## src/rtl/fp_result_conditioner.sv

```systemverilog
// FP32 multiplier result conditioner: overflow/flush/NaN cleanup behind a 2-entry skid buffer.
// Build option: define FPRC_SAT_MAXFINITE_EN to saturate overflow to max finite instead of infinity.
module fp_result_conditioner #(
  parameter int CNT_W = 16
) (
  input  logic             clk,
  input  logic             reset,
  input  logic             in_valid,
  output logic             in_ready,
  input  logic [31:0]      in_result,
  input  logic             in_overflow,
  output logic             out_valid,
  input  logic             out_ready,
  output logic [31:0]      out_result,
  output logic [2:0]       out_flags,
  input  logic             clr_stats,
  output logic [CNT_W-1:0] ovf_cnt,
  output logic [CNT_W-1:0] zero_cnt,
  output logic [CNT_W-1:0] nan_cnt,
  output logic [CNT_W-1:0] word_cnt
);

`ifdef FPRC_SAT_MAXFINITE_EN
  localparam logic [30:0] OVF_MAG = {8'hFE, 23'h7FFFFF};
`else
  localparam logic [30:0] OVF_MAG = {8'hFF, 23'h000000};
`endif
  localparam logic [31:0] CANON_NAN = 32'h7FC0_0000;

  logic        accept;
  logic [31:0] cls_result;
  logic [2:0]  cls_flags;

  logic        in_ready_reg, in_ready_next;
  logic        out_valid_reg, out_valid_next;
  logic [31:0] out_result_reg, out_result_next;
  logic [2:0]  out_flags_reg, out_flags_next;
  logic        skid_valid_reg, skid_valid_next;
  logic [31:0] skid_result_reg, skid_result_next;
  logic [2:0]  skid_flags_reg, skid_flags_next;

  assign accept = in_valid && in_ready_reg;

  // Priority: overflow, then NaN, then zero/denormal flush, else pass through.
  always_comb begin
    cls_result = in_result;
    cls_flags  = 3'b000;
    if (in_overflow) begin
      cls_result = {in_result[31], OVF_MAG};
      cls_flags  = 3'b001;
    end else if (in_result[30:23] == 8'hFF && in_result[22:0] != 23'h0) begin
      cls_result = CANON_NAN;
      cls_flags  = 3'b100;
    end else if (in_result[30:23] == 8'h00) begin
      cls_result = {in_result[31], 31'h0};
      cls_flags  = 3'b010;
    end
  end

  // The skid slot is only occupied while the output slot is also full.
  always_comb begin
    out_valid_next   = out_valid_reg;
    out_result_next  = out_result_reg;
    out_flags_next   = out_flags_reg;
    skid_valid_next  = skid_valid_reg;
    skid_result_next = skid_result_reg;
    skid_flags_next  = skid_flags_reg;
    if (skid_valid_reg) begin
      if (out_ready) begin
        out_result_next = skid_result_reg;
        out_flags_next  = skid_flags_reg;
        skid_valid_next = 1'b0;
      end
    end else if (accept) begin
      if (!out_valid_reg || out_ready) begin
        out_valid_next  = 1'b1;
        out_result_next = cls_result;
        out_flags_next  = cls_flags;
      end else begin
        skid_valid_next  = 1'b1;
        skid_result_next = cls_result;
        skid_flags_next  = cls_flags;
      end
    end else if (out_valid_reg && out_ready) begin
      out_valid_next = 1'b0;
    end
    in_ready_next = !skid_valid_next;
  end

  always_ff @(posedge clk) begin
    if (reset) begin
      in_ready_reg    <= 1'b1;
      out_valid_reg   <= 1'b0;
      out_result_reg  <= 32'h0;
      out_flags_reg   <= 3'b000;
      skid_valid_reg  <= 1'b0;
      skid_result_reg <= 32'h0;
      skid_flags_reg  <= 3'b000;
    end else begin
      in_ready_reg    <= in_ready_next;
      out_valid_reg   <= out_valid_next;
      out_result_reg  <= out_result_next;
      out_flags_reg   <= out_flags_next;
      skid_valid_reg  <= skid_valid_next;
      skid_result_reg <= skid_result_next;
      skid_flags_reg  <= skid_flags_next;
    end
  end

  assign in_ready   = in_ready_reg;
  assign out_valid  = out_valid_reg;
  assign out_result = out_result_reg;
  assign out_flags  = out_flags_reg;

  // Counter order: 0=ovf, 1=zero, 2=nan, 3=word.
  logic [3:0]       event_vec;
  logic [CNT_W-1:0] cnt_reg [4];

  assign event_vec = {accept, accept && cls_flags[2], accept && cls_flags[1], accept && cls_flags[0]};

  generate
    for (genvar gi = 0; gi < 4; gi++) begin : g_cnt
      always_ff @(posedge clk) begin
        if (reset || clr_stats) begin
          cnt_reg[gi] <= '0;
        end else if (event_vec[gi] && cnt_reg[gi] != {CNT_W{1'b1}}) begin
          cnt_reg[gi] <= cnt_reg[gi] + CNT_W'(1);
        end
      end
    end
  endgenerate

  assign ovf_cnt  = cnt_reg[0];
  assign zero_cnt = cnt_reg[1];
  assign nan_cnt  = cnt_reg[2];
  assign word_cnt = cnt_reg[3];

endmodule

```

## config.mk

```make
export PLATFORM = sky130hd
export DESIGN_NAME = fp_result_conditioner
export DESIGN_NICKNAME = d
export VERILOG_FILES = /design/src/rtl/fp_result_conditioner.sv
export SDC_FILE = /design/constraint.sdc
export NUM_CORES = 1
export LEC_CHECK = 0
export ABC_AREA = 1
export BUFFER_PORTS_ARGS = -buffer_cell sky130_fd_sc_hd__clkbuf_2
export CORE_MARGIN = 8
export CORE_UTILIZATION = 40
export CTS_BUF_LIST = sky130_fd_sc_hd__clkbuf_4 sky130_fd_sc_hd__clkbuf_8
export CTS_CLUSTER_DIAMETER = 200
export DETAILED_ROUTE_END_ITERATION = 8
export SETUP_SLACK_MARGIN = 0.15
export SKIP_LAST_GASP = 1
export SLEW_MARGIN = 20
export SYNTH_ARGS = -nofsm -noshare
export SYNTH_HDL_FRONTEND = slang
export SYNTH_SLANG_ARGS = --single-unit
```

## constraint.sdc

```tcl
create_clock -name clk -period 3.1 [get_ports clk]
set_clock_uncertainty 0.2 [all_clocks]
set_input_delay 0.31 -clock clk [delete_from_list [all_inputs] [get_ports clk]]
set_output_delay 0.31 -clock clk [all_outputs]
set_load 0.03 [all_outputs]
```

# Word-level counts from Yosys, hierarchy flattened
# Memory sizes are Yosys's and may differ from the RTL's.
# Index checks and enable logic that the tools add are counted.
# totals
register_bits	73
ram_bits	64
output_inout_bits	101
n_memories	1
# classes
addsub	4
eq_ne	7
mux	39
bitwise	6
reduce_logical	22
# mem_list
memory	words	width	read_ports	rd_clocked_by_memory_dff	write_ports	line	source
cnt_reg	4	16	4	0	4	117	logic [CNT_W-1:0] cnt_reg [4];
# ops
op	n
32-bit two-way mux	6
16-bit by 1-bit adder with 16-bit output, second input constant	4
16-bit two-way mux	4
16-bit inequality test, second input constant	4
31-bit two-way mux	1
23-bit nonzero test	1
1-bit two-way mux	21
3-bit two-way mux	6
1-bit logical AND	10
3-bit AND reduction	3
8-bit == test, second input constant	1
8-bit logical NOT	1
2-bit nonzero test	3
1-bit OR	4
1-bit logical NOT	2
1-bit logical OR	2
2-bit two-way mux	1
2-bit by 1-bit inequality test with 1-bit output, second input constant	1
2-bit inequality test, second input constant	1
1-bit NOT	2

# Depth between registers and ports, before layout
# logic_depth
depth_word	10
mapped_depth	11
ltp_nobuf	10

# Worst setup path after synthesis
# No wires, ideal clock.
# synth_timing
path_type	register to register
start	memory cnt_reg[2][0]
end	memory cnt_reg[2][0], enable pin
setup_time_ns	0.411
t_arrival_ns	2.438
slack_ns	0.051
path_stages_with_launch	9
synth_period_minus_slack_ns	3.049
path_cell_list	edfxtp_1 -> ha_1 -> nand3_2 -> nor2_2 -> nand2_2 -> nor2_4 -> nand2_2 -> nor2_4 -> o21ai_0
# synth_lines
item	line
start, declared	117

# Worst setup path after layout
# layout_timing
start	input in_result[16]
end	register out_result_reg[18] (netlist: out_result[18])
# layout_between
elab_chain_len	7
# layout_lines
item	line	source
start, declared	10	input logic [31:0] in_result,
23-bit nonzero test	51	end else if (in_result[30:23] == 8'hFF && in_result[22:0] != 23'h0) begin
1-bit logical AND	51	
32-bit two-way mux	51	
32-bit two-way mux	48	if (in_overflow) begin
32-bit two-way mux	75	if (!out_valid_reg || out_ready) begin
32-bit two-way mux	74	end else if (accept) begin
32-bit two-way mux	68	if (skid_valid_reg) begin
end signal, assigned	102	out_result_reg <= out_result_next;
end, declared	36	logic [31:0] out_result_reg, out_result_next;
# No other way between the ends. The select of a mux whose other input is x is not followed.
# A chain may end at the register's enable or synchronous reset.

==> summary.txt <==
Global routing
  • GRT Overall Usage: 0.170
  • Grt total ovfl: 0
  • First-pass GRT wire length: 30.2 mm
  • Initial antenna violation count: 0
  • Vias in the first global route: 5,904
  • Largest net degree at the start of global routing: 60

Layout
  • Fillcell total: 1,695
  • Final core utilization: 0.490
  • Area delta synth->final: 21.5%
  • Area of the multi-input gates: ~3000 um2
  • Share of layout cells above drive strength 1: 0.238
  • Final nets: 1,037
  • Register area: 3380 um2
  • Max reg flops: 64
  • Diodes inserted: 0

Timing
  • Slew Viols, Final: 0
  • Final count of hold timing violations: 0
  • Worst rel slew slack: 0.305
  • Setup TNS Final: 0 ns
  • Minimum period implied by the final worst setup slack: around 2.4 ns
  • Achievable Freq: 415 MHz
  • Setup Viol. Count Final: 0
  • Setup repair after global routing missed its margin: false
  • Slew @ Worst Pin: 1.04 ns
  • Final period util: 0.777

Synth
  • #FFs+latches synth: 137
  • Most used DFF post-synth: dfxtp_1
  • Synth area leader: edfxtp_1
  • Top-count cell post-synth: nand2_1
  • Ys Warns: 0
  • Sequential area share after synthesis: 0.492
  • Netlist cell types: 39
  • FFs w/ async S/R, synth: 0
  • Area contributors post-synth: edfxtp_1 28%, dfxtp_1 21%, a21oi_1 7.9%, nand2_1 7.6%, o21ai_0 5.5%
  • Synthesized cell area: slightly below 7000 um2
  • Gate Count Post-Synth: 843
  • Top-area cell type share of the netlist area: 0.280
  • Mapped Nets: roughly 900
  • Synth Area per Inst: around 8.2 um2
  • Post-synth EDFFs: between 60 and 70
  • Most instantiated cells after synthesis: 139 x nand2_1, 109 x a21oi_1, 94 x nor2_1

Clock network
  • TritonCTS clock tree: yes
  • H-tree depth: 4
  • Sink Count: approximately 140
  • Clock root buffer master: clkbuf_8
  • Max clock buf depth: 2
  • Reg clk slew, reported paths: about 0.090 ns
  • CTS resizes: 0
  • CTS buffer count: 17
  • Setup bufs post-CTS: 0
  • Worst skew pair latency: roughly 0.44 ns

Detailed routing
  • Vias: around 6,100
  • Residual DRC: 0
  • Via density per instance: 4.99
  • Avg WL per Cell: 14.9 um
  • Initial DRC Count: 363
  • Antenna viol nets, final: 0
  • Pre-antenna DRT Iters: 5
  • Drt total wl: 18.4 mm

Power
  • Max VDD drop: 301 uV
  • Power per cell area: 493 nW/um2
  • Pleak: about 3.5 nW

Die
  • DIE AREA: 21,600 um2
  • Initial core utilization: 0.403
  • Die W: 147 um
  • Die Height: 147 um
  • IO Count: 139
  • Row cnt: 48
  • Total core area: ~17,000 um2

Critical path
  • Top delay family on crit path: simple AND/OR/NAND/NOR gates
  • CP required: 3.27 ns
  • Slowest-stage cell, CP: dlygate4sd3_1
  • Biggest cell delay along the critical path: 0.53 ns
  • Worst Path Buf+Inv: 3
  • Max FO, Critical Path: 11
  • WS Path Type: input port to flip-flop
  • Worst setup EP type: flip-flop
  • Arr. time, crit path: 2.58 ns
  • Critical path cell sequence: dlygate4sd3_1, clkbuf_2, nor2_1, nand2_1, nor2_1, nand3_1, nand2_1, inv_1, nor2_1, nand2_1, a21oi_1
  • CP startpoint kind: input port

Place
  • Hpwl dp: 12.7 mm
  • GPL Wtd Cong: 0.798
  • IO buf count: 138

Run status
  • Status: finished, final reports clean

Min path
  • Min-Delay Path Class: input port to flip-flop

Job
  • Number of max-cap violations: 0
## cells in the final DEF, fill, tap and decap left out, drive strengths merged, types with 3 or more instances in the layout
cell and count:
a21oi 111, a31oi 5, buf 13, clkbuf 155
clkinv 3, dfxtp 73, dlygate4sd3 24, edfxtp 64
ha 4, inv 78, nand2 149, nand3 43
nand4 17, nor2 128, nor3 19, nor3b 3
o21ai 76, o21bai 3, or2 3, xnor2 12
xor2 15
## power by group
group,leakage (nW),switching [mW],internal (mW),total [mW]
clock,0.193,0.791,0.666,1.46
combinational,1.95,0.416,0.180,0.596
sequential,1.32,0.0794,1.99,2.07
total,3.46,1.29,2.83,4.12
## path summary, 6_finish.rpt
path	startpoint	end	slack, ns	cells past startpoint
worst min register to register	skid_result_reg[16]$_SDFFE_PP0P_	skid_result_reg[16]$_SDFFE_PP0P_	0.27	2
worst min-delay path	in_result[6]	skid_result_reg[6]$_SDFFE_PP0P_	0.03	5
worst max-delay path	in_result[16]	out_result[18]$_SDFFE_PP0P_	0.69	11
worst max register to register	cnt_reg[0][0]$_SDFFCE_PN0P_	cnt_reg[0][3]$_SDFFCE_PN0P_	0.70	10
## per-layer routing
metal	wire length (um)	global-route usage	share of wire
met1	8730	0.227	0.47
met2	8640	0.268	0.47
met3	920	0.0415	0.050
met4	135	0.0474	0.0073
met5	0	0	0
## worst reg2reg max path, delay by kind of cell (launching register included)
kind	cells	cell delay [ns]
simple gates	8	1.09
flops	1	0.45
buf+inv	1	0.05
fa+ha+maj	1	0.24
## final cells by class
type,instances,area share
Clock buffer,17,0.0280
Timing Repair Buffer,175,0.123
Clock inverter,15,0.0186
Multi-Input combinational cell,595,0.361
Sequential cell,137,0.405
Inverter,69,0.0310
Tap cell,225,0.0337
## metrics by stage
| stage | power [mW] | hold WS [ns] | worst slack, ns | area (um2) | cells |
|---|---|---|---|---|---|
| after global placement | 2.68 | 0.258 | 0.734 | 7730 | 1177 |
| after CTS | 4.17 | 0.0000233 | 0.676 | 8360 | 1233 |
| after detailed placement | 2.68 | 0.259 | 0.706 | 7730 | 1177 |
| after floorplan | 2.48 | 0.179 | 0.489 | 6880 | 843 |
| final | 4.12 | 0.0349 | 0.690 | 8360 | 1233 |
| after global routing | 4.30 | 0.0374 | 0.494 | 8360 | 1233 |
## cell families after synthesis
family / share of synthesized area
and+or+nand+nor: 0.249
AOI/OAI and AO/OA: 0.148
DFF: 0.492
buffers and inverters: 0.0695
xor gates and xnor gates: 0.0344
adders and majority gates: 0.00728
## what timing repair did
item	in CTS	in global routing
hold endpoints to repair	31	0
hold buffers	24	0
setup endpoints to repair	0	0
(Power assumes the default switching activity.)
